$ cat src/rtl/hazard_ctrl_if.sv
// Signal bundle between the pipeline datapath and hazard_ctrl.
// With HAZ_PERF_CNT_EN defined the bundle also carries the stall/flush performance counters.
interface hazard_ctrl_if;
    logic [4:0]  id_rs1_i;
    logic [4:0]  id_rs2_i;
    logic        id_uses_rs1_i;
    logic        id_uses_rs2_i;
    logic [4:0]  ex_rs1_i;
    logic [4:0]  ex_rs2_i;
    logic [4:0]  ex_rd_i;
    logic        ex_mem_read_i;
    logic [4:0]  mem_rd_i;
    logic        mem_reg_write_i;
    logic [4:0]  wb_rd_i;
    logic        wb_reg_write_i;
    logic        branch_taken_i;
    logic        dmem_busy_i;
    logic        pc_en_o;
    logic        if_id_en_o;
    logic        id_ex_en_o;
    logic        ex_mem_en_o;
    logic        if_id_flush_o;
    logic        id_ex_flush_o;
    logic        ex_mem_flush_o;
    logic [1:0]  fwd_a_o;
    logic [1:0]  fwd_b_o;
    logic [1:0]  state_o;
    logic        mem_err_o;
`ifdef HAZ_PERF_CNT_EN
    logic [31:0] stall_cnt_o;
    logic [31:0] flush_cnt_o;
`endif

    modport master (
`ifdef HAZ_PERF_CNT_EN
        input  stall_cnt_o, flush_cnt_o,
`endif
        output id_rs1_i, id_rs2_i, id_uses_rs1_i, id_uses_rs2_i,
        output ex_rs1_i, ex_rs2_i, ex_rd_i, ex_mem_read_i,
        output mem_rd_i, mem_reg_write_i, wb_rd_i, wb_reg_write_i,
        output branch_taken_i, dmem_busy_i,
        input  pc_en_o, if_id_en_o, id_ex_en_o, ex_mem_en_o,
        input  if_id_flush_o, id_ex_flush_o, ex_mem_flush_o,
        input  fwd_a_o, fwd_b_o, state_o, mem_err_o
    );

    modport slave (
`ifdef HAZ_PERF_CNT_EN
        output stall_cnt_o, flush_cnt_o,
`endif
        input  id_rs1_i, id_rs2_i, id_uses_rs1_i, id_uses_rs2_i,
        input  ex_rs1_i, ex_rs2_i, ex_rd_i, ex_mem_read_i,
        input  mem_rd_i, mem_reg_write_i, wb_rd_i, wb_reg_write_i,
        input  branch_taken_i, dmem_busy_i,
        output pc_en_o, if_id_en_o, id_ex_en_o, ex_mem_en_o,
        output if_id_flush_o, id_ex_flush_o, ex_mem_flush_o,
        output fwd_a_o, fwd_b_o, state_o, mem_err_o
    );
endinterface

$ cat src/rtl/hazard_ctrl.sv
// Pipeline sequencing controller: load-use stalls, branch squashes, dmem wait freeze with watchdog.
// Optional HAZ_PERF_CNT_EN adds free-running stall/flush performance counters.
module hazard_ctrl #(
    parameter int unsigned FLUSH_EXTRA = 1,
    parameter int unsigned MEM_TIMEOUT = 256,
    parameter int unsigned CNT_W       = 9
) (
    input  logic         clk_i,
    input  logic         rstn_i,
    hazard_ctrl_if.slave hz
);
    typedef enum logic [1:0] {
        ST_RUN      = 2'b00,
        ST_FLUSH    = 2'b01,
        ST_MEM_WAIT = 2'b10
    } state_e;

    localparam logic [CNT_W-1:0] CNT_ONE      = {{(CNT_W-1){1'b0}}, 1'b1};
    localparam logic [CNT_W-1:0] CNT_MAX      = {CNT_W{1'b1}};
    localparam logic [CNT_W-1:0] FLUSH_INIT   = CNT_W'(FLUSH_EXTRA);
    localparam logic [CNT_W-1:0] TIMEOUT_LAST = CNT_W'(MEM_TIMEOUT - 1);

    state_e           state_q, state_d;
    logic [CNT_W-1:0] cnt_q, cnt_d;
    logic             err_q, err_d;
    logic             pc_en_s, if_id_en_s, id_ex_en_s, ex_mem_en_s;
    logic             if_id_flush_s, id_ex_flush_s, ex_mem_flush_s;
    logic             run_eval_s, br_accept_s, load_use_s;
    logic [1:0]       fwd_a_s, fwd_b_s;

    // EX/MEM result takes precedence over the older WB result; x0 is never forwarded.
    function automatic logic [1:0] fwd_sel(input logic [4:0] rs, input logic [4:0] m_rd,
                                           input logic m_wr, input logic [4:0] w_rd,
                                           input logic w_wr);
        logic [1:0] sel;
        if (m_wr && (m_rd != 5'd0) && (m_rd == rs)) begin
            sel = 2'b10;
        end else if (w_wr && (w_rd != 5'd0) && (w_rd == rs)) begin
            sel = 2'b01;
        end else begin
            sel = 2'b00;
        end
        return sel;
    endfunction

    // Forwarding selects and load-use detection.
    always_comb begin
        fwd_a_s    = fwd_sel(hz.ex_rs1_i, hz.mem_rd_i, hz.mem_reg_write_i,
                             hz.wb_rd_i, hz.wb_reg_write_i);
        fwd_b_s    = fwd_sel(hz.ex_rs2_i, hz.mem_rd_i, hz.mem_reg_write_i,
                             hz.wb_rd_i, hz.wb_reg_write_i);
        load_use_s = hz.ex_mem_read_i && (hz.ex_rd_i != 5'd0) &&
                     ((hz.id_uses_rs1_i && (hz.id_rs1_i == hz.ex_rd_i)) ||
                      (hz.id_uses_rs2_i && (hz.id_rs2_i == hz.ex_rd_i)));
    end

    // Next-state, counter, watchdog and pipeline control decode.
    always_comb begin
        state_d        = state_q;
        cnt_d          = cnt_q;
        err_d          = err_q;
        pc_en_s        = 1'b1;
        if_id_en_s     = 1'b1;
        id_ex_en_s     = 1'b1;
        ex_mem_en_s    = 1'b1;
        if_id_flush_s  = 1'b0;
        id_ex_flush_s  = 1'b0;
        ex_mem_flush_s = 1'b0;
        run_eval_s     = 1'b0;
        br_accept_s    = 1'b0;

        case (state_q)
            ST_FLUSH: begin
                if (hz.dmem_busy_i) begin
                    {pc_en_s, if_id_en_s, id_ex_en_s, ex_mem_en_s} = 4'b0000;
                end else begin
                    if_id_flush_s = 1'b1;
                    cnt_d         = cnt_q - CNT_ONE;
                    if (cnt_q == CNT_ONE) begin
                        state_d = ST_RUN;
                    end else begin
                        state_d = ST_FLUSH;
                    end
                end
            end
            ST_MEM_WAIT: begin
                if (hz.dmem_busy_i) begin
                    {pc_en_s, if_id_en_s, id_ex_en_s, ex_mem_en_s} = 4'b0000;
                    if (cnt_q != CNT_MAX) begin
                        cnt_d = cnt_q + CNT_ONE;
                    end else begin
                        cnt_d = cnt_q;
                    end
                    if (cnt_q == TIMEOUT_LAST) begin
                        err_d = 1'b1;
                    end else begin
                        err_d = err_q;
                    end
                end else begin
                    run_eval_s = 1'b1;
                end
            end
            ST_RUN: begin
                run_eval_s = 1'b1;
            end
            default: begin
                run_eval_s = 1'b1;
            end
        endcase

        // A released MEM_WAIT behaves exactly like RUN for this cycle.
        if (run_eval_s) begin
            if (hz.dmem_busy_i) begin
                {pc_en_s, if_id_en_s, id_ex_en_s, ex_mem_en_s} = 4'b0000;
                cnt_d   = CNT_ONE;
                state_d = ST_MEM_WAIT;
                if (MEM_TIMEOUT <= 1) begin
                    err_d = 1'b1;
                end else begin
                    err_d = err_q;
                end
            end else if (hz.branch_taken_i) begin
                {if_id_flush_s, id_ex_flush_s, ex_mem_flush_s} = 3'b111;
                br_accept_s = 1'b1;
                if (FLUSH_EXTRA > 0) begin
                    cnt_d   = FLUSH_INIT;
                    state_d = ST_FLUSH;
                end else begin
                    state_d = ST_RUN;
                end
            end else if (load_use_s) begin
                pc_en_s       = 1'b0;
                if_id_en_s    = 1'b0;
                id_ex_flush_s = 1'b1;
                state_d       = ST_RUN;
            end else begin
                state_d = ST_RUN;
            end
        end else begin
            br_accept_s = 1'b0;
        end
    end

    // State, counter and sticky timeout flag.
    always_ff @(posedge clk_i or negedge rstn_i) begin
        if (!rstn_i) begin
            state_q <= ST_RUN;
            cnt_q   <= {CNT_W{1'b0}};
            err_q   <= 1'b0;
        end else begin
            state_q <= state_d;
            cnt_q   <= cnt_d;
            err_q   <= err_d;
        end
    end

    assign hz.pc_en_o        = rstn_i & pc_en_s;
    assign hz.if_id_en_o     = rstn_i & if_id_en_s;
    assign hz.id_ex_en_o     = rstn_i & id_ex_en_s;
    assign hz.ex_mem_en_o    = rstn_i & ex_mem_en_s;
    assign hz.if_id_flush_o  = rstn_i & if_id_flush_s;
    assign hz.id_ex_flush_o  = rstn_i & id_ex_flush_s;
    assign hz.ex_mem_flush_o = rstn_i & ex_mem_flush_s;
    assign hz.fwd_a_o        = rstn_i ? fwd_a_s : 2'b00;
    assign hz.fwd_b_o        = rstn_i ? fwd_b_s : 2'b00;
    assign hz.state_o        = state_q;
    assign hz.mem_err_o      = err_q;

`ifdef HAZ_PERF_CNT_EN
    logic [31:0] stall_cnt_q, stall_cnt_d;
    logic [31:0] flush_cnt_q, flush_cnt_d;

    // Counter increments; both wrap naturally at 2^32.
    always_comb begin
        if (!pc_en_s) begin
            stall_cnt_d = stall_cnt_q + 32'd1;
        end else begin
            stall_cnt_d = stall_cnt_q;
        end
        if (br_accept_s) begin
            flush_cnt_d = flush_cnt_q + 32'd1;
        end else begin
            flush_cnt_d = flush_cnt_q;
        end
    end

    // Performance counter registers.
    always_ff @(posedge clk_i or negedge rstn_i) begin
        if (!rstn_i) begin
            stall_cnt_q <= 32'd0;
            flush_cnt_q <= 32'd0;
        end else begin
            stall_cnt_q <= stall_cnt_d;
            flush_cnt_q <= flush_cnt_d;
        end
    end

    assign hz.stall_cnt_o = stall_cnt_q;
    assign hz.flush_cnt_o = flush_cnt_q;
`endif
endmodule
$ cat src/flat_wrapper.sv
// flat-port wrapper written by rule: the top's interface ports become plain ports
module hazard_ctrl_flat 
#(
    parameter int unsigned FLUSH_EXTRA = 1,
    parameter int unsigned MEM_TIMEOUT = 256,
    parameter int unsigned CNT_W       = 9
)
  (clk_i, rstn_i, hz_id_rs1_i, hz_id_rs2_i, hz_id_uses_rs1_i, hz_id_uses_rs2_i, hz_ex_rs1_i, hz_ex_rs2_i, hz_ex_rd_i, hz_ex_mem_read_i, hz_mem_rd_i, hz_mem_reg_write_i, hz_wb_rd_i, hz_wb_reg_write_i, hz_branch_taken_i, hz_dmem_busy_i, hz_pc_en_o, hz_if_id_en_o, hz_id_ex_en_o, hz_ex_mem_en_o, hz_if_id_flush_o, hz_id_ex_flush_o, hz_ex_mem_flush_o, hz_fwd_a_o, hz_fwd_b_o, hz_state_o, hz_mem_err_o);
  hazard_ctrl_if hz_i ();
  input  logic clk_i;
  input  logic rstn_i;
  input wire logic [$bits(hz_i.id_rs1_i)-1:0] hz_id_rs1_i;
  input wire logic [$bits(hz_i.id_rs2_i)-1:0] hz_id_rs2_i;
  input wire logic [$bits(hz_i.id_uses_rs1_i)-1:0] hz_id_uses_rs1_i;
  input wire logic [$bits(hz_i.id_uses_rs2_i)-1:0] hz_id_uses_rs2_i;
  input wire logic [$bits(hz_i.ex_rs1_i)-1:0] hz_ex_rs1_i;
  input wire logic [$bits(hz_i.ex_rs2_i)-1:0] hz_ex_rs2_i;
  input wire logic [$bits(hz_i.ex_rd_i)-1:0] hz_ex_rd_i;
  input wire logic [$bits(hz_i.ex_mem_read_i)-1:0] hz_ex_mem_read_i;
  input wire logic [$bits(hz_i.mem_rd_i)-1:0] hz_mem_rd_i;
  input wire logic [$bits(hz_i.mem_reg_write_i)-1:0] hz_mem_reg_write_i;
  input wire logic [$bits(hz_i.wb_rd_i)-1:0] hz_wb_rd_i;
  input wire logic [$bits(hz_i.wb_reg_write_i)-1:0] hz_wb_reg_write_i;
  input wire logic [$bits(hz_i.branch_taken_i)-1:0] hz_branch_taken_i;
  input wire logic [$bits(hz_i.dmem_busy_i)-1:0] hz_dmem_busy_i;
  output wire logic [$bits(hz_i.pc_en_o)-1:0] hz_pc_en_o;
  output wire logic [$bits(hz_i.if_id_en_o)-1:0] hz_if_id_en_o;
  output wire logic [$bits(hz_i.id_ex_en_o)-1:0] hz_id_ex_en_o;
  output wire logic [$bits(hz_i.ex_mem_en_o)-1:0] hz_ex_mem_en_o;
  output wire logic [$bits(hz_i.if_id_flush_o)-1:0] hz_if_id_flush_o;
  output wire logic [$bits(hz_i.id_ex_flush_o)-1:0] hz_id_ex_flush_o;
  output wire logic [$bits(hz_i.ex_mem_flush_o)-1:0] hz_ex_mem_flush_o;
  output wire logic [$bits(hz_i.fwd_a_o)-1:0] hz_fwd_a_o;
  output wire logic [$bits(hz_i.fwd_b_o)-1:0] hz_fwd_b_o;
  output wire logic [$bits(hz_i.state_o)-1:0] hz_state_o;
  output wire logic [$bits(hz_i.mem_err_o)-1:0] hz_mem_err_o;
  assign hz_i.id_rs1_i = hz_id_rs1_i;
  assign hz_i.id_rs2_i = hz_id_rs2_i;
  assign hz_i.id_uses_rs1_i = hz_id_uses_rs1_i;
  assign hz_i.id_uses_rs2_i = hz_id_uses_rs2_i;
  assign hz_i.ex_rs1_i = hz_ex_rs1_i;
  assign hz_i.ex_rs2_i = hz_ex_rs2_i;
  assign hz_i.ex_rd_i = hz_ex_rd_i;
  assign hz_i.ex_mem_read_i = hz_ex_mem_read_i;
  assign hz_i.mem_rd_i = hz_mem_rd_i;
  assign hz_i.mem_reg_write_i = hz_mem_reg_write_i;
  assign hz_i.wb_rd_i = hz_wb_rd_i;
  assign hz_i.wb_reg_write_i = hz_wb_reg_write_i;
  assign hz_i.branch_taken_i = hz_branch_taken_i;
  assign hz_i.dmem_busy_i = hz_dmem_busy_i;
  assign hz_pc_en_o = hz_i.pc_en_o;
  assign hz_if_id_en_o = hz_i.if_id_en_o;
  assign hz_id_ex_en_o = hz_i.id_ex_en_o;
  assign hz_ex_mem_en_o = hz_i.ex_mem_en_o;
  assign hz_if_id_flush_o = hz_i.if_id_flush_o;
  assign hz_id_ex_flush_o = hz_i.id_ex_flush_o;
  assign hz_ex_mem_flush_o = hz_i.ex_mem_flush_o;
  assign hz_fwd_a_o = hz_i.fwd_a_o;
  assign hz_fwd_b_o = hz_i.fwd_b_o;
  assign hz_state_o = hz_i.state_o;
  assign hz_mem_err_o = hz_i.mem_err_o;
  hazard_ctrl #(.FLUSH_EXTRA(FLUSH_EXTRA), .MEM_TIMEOUT(MEM_TIMEOUT), .CNT_W(CNT_W)) u_core (.clk_i(clk_i), .rstn_i(rstn_i), .hz(hz_i));
endmodule
$ cat config.mk
export PLATFORM = sky130hd
export DESIGN_NAME = hazard_ctrl_flat
export DESIGN_NICKNAME = d
export VERILOG_FILES = /design/src/rtl/hazard_ctrl_if.sv /design/src/rtl/hazard_ctrl.sv /design/src/flat_wrapper.sv
export SDC_FILE = /design/constraint.sdc
export NUM_CORES = 1
export LEC_CHECK = 0
export ABC_AREA = 1
export CORE_MARGIN = 1.5
export CORE_UTILIZATION = 40
export CTS_CLUSTER_DIAMETER = 200
export DETAILED_ROUTE_END_ITERATION = 16
export PLACE_DENSITY_LB_ADDON = 0.3
export SLEW_MARGIN = 25
export SYNTH_ARGS = -nofsm -noshare
export SYNTH_HDL_FRONTEND = slang
export SYNTH_SLANG_ARGS = --single-unit
$ cat constraint.sdc
create_clock -name clk_i -period 1.8 [get_ports clk_i]
set_input_delay 0.27 -clock clk_i [delete_from_list [all_inputs] [get_ports clk_i]]
set_output_delay 0.27 -clock clk_i [all_outputs]
set_load 0.1 [all_outputs]
== Word-level counts from Yosys, hierarchy flattened ==
Cells that the tools add are included.

* Register bits after elaboration: 12
* Output and inout port bits: 14

* Muxes and demuxes: 44
* Reduce and logical (&&, ||, !) cells: 17
* Bitwise logic cells: 5
* Add/subtract/negate cells: 2
* Equal/unequal tests: 13

{| class="wikitable"
|+ Operators with widths
! operator !! count
|-
| $mux 9 || 6
|-
| $eq 5x5->1 || 6
|-
| $mux 1 || 28
|-
| $pmux 9 s2 || 1
|-
| $mux 2 || 8
|-
| $reduce_bool 5->1 || 3
|-
| $logic_and 1x1->1 || 10
|-
| $add 9x1->9 const B || 1
|-
| $eq 9x1->1 const B || 1
|-
| $eq 9x8->1 const B || 1
|-
| $ne 9x9->1 const B || 1
|-
| $sub 9x1->9 const B || 1
|-
| $and 1x1->1 || 5
|-
| $eq 2x1->1 const B || 1
|-
| $eq 2x2->1 const B || 1
|-
| $ne 2x1->1 const B || 1
|-
| $ne 2x2->1 const B || 1
|-
| $pmux 1 s2 || 1
|-
| $reduce_and 2->1 || 1
|-
| $reduce_bool 2->1 || 1
|-
| $reduce_or 2->1 || 1
|-
| $logic_or 1x1->1 || 1
|}

== Logic depth before layout (Yosys ltp) ==
Gate-level depths: netlist of run 1.

* Depth after elaboration: 9
* Gate-level depth with buffers: 11
* Mapped depth without buffers: 11

== Worst setup path before layout of run 1 ==
No wires, ideal clock.

* Path type: reg2out
* From: register u_core.state_q[1] (netlist: u_core.hz.state_o[1])
* To: output port hz_pc_en_o
* Data required time: 1.530 ns
* Stages on the path, launching flop included: 11
* Setup slack: -2.314 ns
* Arrival: 3.844 ns
* Cells stage by stage: dfrtp_1 > inv_1 > ha_1 > inv_2 > nor2_1 > inv_1 > nand2_1 > nand2_1 > o21ai_1 > a21oi_1 > buf_4

* Cells in the longest elaborated chain, start to end: 8
* Elaborated cells on any way between the ends: 10
* Those cells by class: eq/ne (2); mux (6); bitwise (1); reduce/logical (1)

{| class="wikitable"
|+ RTL lines
! what !! line !! text
|-
| start: declaration || hazard_ctrl.sv:23 || <nowiki>state_e state_q, state_d;</nowiki>
|-
| start signal: assignment || hazard_ctrl.sv:151 || <nowiki>state_q <= state_d;</nowiki>
|-
| $eq 2x1->1 or $eq 2x2->1 (tied branches) || n/a ||
|-
| $reduce_or 2->1 (no source line) || n/a ||
|-
| $mux 1 (4 in a row) || n/a ||
|-
| $mux 1 * || n/a ||
|-
| $and 1x1->1 * || n/a ||
|-
| end: declaration || flat_wrapper.sv:26 || <nowiki>output wire logic [$bits(hz_i.pc_en_o)-1:0] hz_pc_en_o;</nowiki>
|}

Mark *: on every way between the ends. The rest lies on a longest branch, timed or not.

== Worst setup path after layout of run 1 ==
* From: register u_core.state_q[0] (netlist: u_core.hz.state_o[0])
* To: output port hz_pc_en_o

* Cells in the longest elaborated chain, start to end: 8
* Elaborated cells on any way between the ends: 10
* Those cells by class: eq/ne (2); mux (6); bitwise (1); reduce/logical (1)

{| class="wikitable"
|+ RTL lines
! what !! line !! text
|-
| $eq 2x1->1 or $eq 2x2->1 (tied branches) || hazard_ctrl.sv:72 || <nowiki>case (state_q)</nowiki>
|-
| $reduce_or 2->1 (no source line) || n/a ||
|-
| $mux 1 || n/a ||
|-
| $mux 1 || hazard_ctrl.sv:131 || <nowiki>end else if (load_use_s) begin</nowiki>
|-
| $mux 1 || hazard_ctrl.sv:122 || <nowiki>end else if (hz.branch_taken_i) begin</nowiki>
|-
| $mux 1 || hazard_ctrl.sv:113 || <nowiki>if (hz.dmem_busy_i) begin</nowiki>
|-
| $mux 1 * || hazard_ctrl.sv:112 || <nowiki>if (run_eval_s) begin</nowiki>
|-
| $and 1x1->1 * || hazard_ctrl.sv:157 || <nowiki>assign hz.pc_en_o = rstn_i & pc_en_s;</nowiki>
|}

Marks and branches as above.

==> impl_metrics.env, run 1 <==
export IMPL_status="complete, but fails checks"
export IMPL_violations="negative setup slack"
export IMPL_globalplace_congestion=0.897
export IMPL_cts_max_path_buffers=2
export IMPL_tightest_slew_ns=0.506
export IMPL_n_antenna_cell=0
export IMPL_layout_common_cells="nand2_1 (81), inv_1 (37), buf_4 (34)"
export IMPL_grt_pass1_wl_um=9820
export IMPL_htreeDepth=1
export IMPL_synthFlopType="dfrtp_1"
export IMPL_whs_ns=0.302
export IMPL_holdBufCountCts=0
export IMPL_synthSimpleGateAreaFrac_pct=42.0
export IMPL_synth_nets=352
export IMPL_synth_compound_area_share_pct=14.5
export IMPL_grt_overflow_total=0
export IMPL_critPathKind="flip-flop to primary output"
export IMPL_mostFrequentLayoutCell="nand2_1"
export IMPL_critPathBufInv=3
export IMPL_p_leak_nw=1.55
export IMPL_path_max_fanout=4
export IMPL_synth_avg_cell_area_um2=5.83
export IMPL_cp_cell_sequence="ha_4, inv_2, nor2_2, inv_2, nand2_4, nand2_4, o21ai_4, a21oi_4, buf_12"
export IMPL_hold_class="input pin to async pin"
export IMPL_antenna_left=0
export IMPL_max_freq_mhz=515
export IMPL_arrival_ns=1.67
export IMPL_netlist_instances=303
export IMPL_p_total_mw=2.88
export IMPL_async_flop_share_pct=100
export IMPL_startpoint_type="flip-flop"
export IMPL_min_period_ns=1.94
export IMPL_cts_tree="done"
export IMPL_rr_worst_depth=10
export IMPL_worstSkewPairLatency_ns=0.25
export IMPL_drt_pass1_iter_count=4
export IMPL_area_growth_pct=71.2
export IMPL_syn_area_mm2=0.00177
export IMPL_cts_root_buf="clkbuf_8"
export IMPL_rsz0062_at_grt="yes"
export IMPL_design_area_mm2=0.00303
export IMPL_critPathLaunch="u_core.hz.state_o[0]$_DFFE_PN0P_"
export IMPL_cts_made_buffers=3
export IMPL_die_width_um=69.5
export IMPL_hold_viol=0
export IMPL_portBuffers=57
export IMPL_path_depth=9
export IMPL_grt_pass1_vias=2208
export IMPL_fin_crit_sh_pct=108
export IMPL_route_vias_total=2231
export IMPL_critPathTopFamily="flip-flops"
export IMPL_row_count=23
export IMPL_ys_seq_area_share_pct=17.0
export IMPL_grt_max_degree=17
export IMPL_grt_util_all_layers_pct=24.6
export IMPL_die_area_mm2=0.00483
export IMPL_synth_adder_area_share_pct=3.54
export IMPL_nets=440
export IMPL_tns_ns=-0.431
export IMPL_antenna_found_initial=0
export IMPL_synth_top_family_by_area="simple AND/OR/NAND/NOR gates"
export IMPL_path_clk_slew_ns=0.06
export IMPL_io_pin_count=58
export IMPL_reg2reg_from="u_core.cnt_q[0]$_DFF_PN0_"
export IMPL_cpPeakStageDelay_ns=0.52
export IMPL_placed_cell_area_mm2=0.00280
export IMPL_worst_path_max_delay_cell="dfrtp_4"
export IMPL_yosysUniqueCellTypes=36
export IMPL_worst_slack_ns=-0.143
export IMPL_dp_hpwl_um=4390
export IMPL_setup_viol_count_final=4
export IMPL_setup_worst_path_end="hz_pc_en_o"
export IMPL_relSlewSlack_pct=66.2
export IMPL_drc=0
export IMPL_viasPerCell=5.07
export IMPL_post_route_util_pct=73.5
export IMPL_crit_required_ns=1.53
export IMPL_final_max_slew_viol_count=0
export IMPL_synthXorXnorAreaFrac_pct=8.42
export IMPL_ys_ff_latch=12
export IMPL_drv_cap=0
export IMPL_ir_drop_mv=0.650
export IMPL_r2r_slack_ns=0.15
export IMPL_critPathCaptureType="primary output"
export IMPL_worstReg2RegEnd="u_core.cnt_q[0]$_DFF_PN0_"
export IMPL_skew_ns=0.00663
export IMPL_synth_edf_count=0
export IMPL_powerDensity_mw_per_mm2=953
export IMPL_core_mm2=0.00412
export IMPL_wirelength_um=5790
export IMPL_drive_above_1_share_pct=30.5
export IMPL_drtIter0Drc=131
export IMPL_synthMuxAreaShare_pct=0
export IMPL_initial_core_util_pct=43.0
export IMPL_cts_sinks=12
export IMPL_synth_warnings=0
export IMPL_fp_dieH_um=69.5
export IMPL_wire_per_inst_um=13.2
[worst min-delay path by stage]
stage / endpoint / cells past startpoint / from
after floorplan: u_core.cnt_q[0]$_DFF_PN0_ / 0 / rstn_i
after global placement: u_core.hz.mem_err_o$_DFFE_PN0P_ / 2 / u_core.hz.mem_err_o$_DFFE_PN0P_
after detailed placement: u_core.hz.mem_err_o$_DFFE_PN0P_ / 2 / u_core.hz.mem_err_o$_DFFE_PN0P_
after CTS: u_core.hz.state_o[1]$_DFFE_PN0P_ / 3 / rstn_i
after global routing: u_core.hz.state_o[1]$_DFFE_PN0P_ / 3 / rstn_i
final: u_core.hz.state_o[1]$_DFFE_PN0P_ / 3 / rstn_i
[report_power, final]
group | internal (mW) | leakage [nW] | total (mW) | switching (mW)
registers | 0.369 | 0.148 | 0.539 | 0.171
clock network | 0.194 | 0.0288 | 0.313 | 0.118
logic | 0.830 | 1.38 | 2.03 | 1.20
[tightest hold or removal path: cells and delay by family]
family	cells	cell delay, ns
buffers and inverters	3	0.64
[through the flow]
| step | setup WS, ns | std cells |
|---|---|---|
| finish | -0.143 | 440 |
| global route | -0.217 | 440 |
| CTS | -0.155 | 439 |
| detailed placement | -0.242 | 430 |
| global placement | -0.233 | 430 |
| floorplan | -0.664 | 303 |
[layer usage]
metal	part of all wire, %	global-route usage [%]
met5	0	0
met4	1.5	6.54
met3	5.9	5.38
met2	50	43.2
met1	42	30.1
[synthesized netlist by cell type (2+ instances only)]
master / instances / area share, %
nand2_1: 87 / 18
inv_1: 48 / 10
nor2_1: 25 / 5.3
nand3_1: 24 / 6.8
o21ai_0: 21 / 5.9
a21oi_1: 14 / 4.0
dfrtp_1: 12 / 17
xnor2_1: 10 / 5.0
nand4_1: 9 / 3.2
xor2_1: 7 / 3.5
ha_1: 5 / 3.5
nor2_2: 5 / 1.8
nor3_1: 5 / 1.4
buf_4: 3 / 1.3
buf_6: 3 / 1.9
buf_2: 2 / 0.57
inv_2: 2 / 0.42
nand3_4: 2 / 2.0
o21ai_1: 2 / 0.57
[cell type report]
class	count	area (um^2)
Tap cell	50	62.6
Timing Repair Buffer	92	961
Multi-Input combinational cell	232	1450
Sequential cell	12	308
Inverter	50	193
Clock buffer	4	55.1
Fill cell	319	1090
[cell families after synthesis]
| kind of cell | Yosys count |
|---|---|
| xor+xnor | 17 |
| flops | 12 |
| compound gates | 46 |
| fa+ha+maj | 5 |
| simple gates | 164 |
| buf+inv | 59 |
[state kept, by name (all words and copies together) (netlist names)]
register,flops
u_core.hz.mem_err_o,1
u_core.cnt_q,9
u_core.hz.state_o,2
[timing repair]
| item | 4_1_cts | 5_1_grt |
|---|---|---|
| setup endpoints to repair | 8 | 10 |
| endpoints found under the hold margin | 0 | 0 |
| gates resized for setup | 53 | 25 |
| pin swaps | 14 | 19 |
| buffers inserted | 5 | 1 |
| cloned | 0 | 0 |
(Power assumes the default switching activity.)
==> inputs of run 2 (changes only) <==
--- a/config.mk
+++ b/config.mk
@@ -8,7 +8,6 @@
 export ABC_AREA = 1
 export CORE_MARGIN = 1.5
 export CORE_UTILIZATION = 40
-export CTS_CLUSTER_DIAMETER = 200
 export DETAILED_ROUTE_END_ITERATION = 16
 export PLACE_DENSITY_LB_ADDON = 0.3
 export SLEW_MARGIN = 25
==> results of run 2 <==
The final DEF is identical to that of run 1; final timing and power are the same.
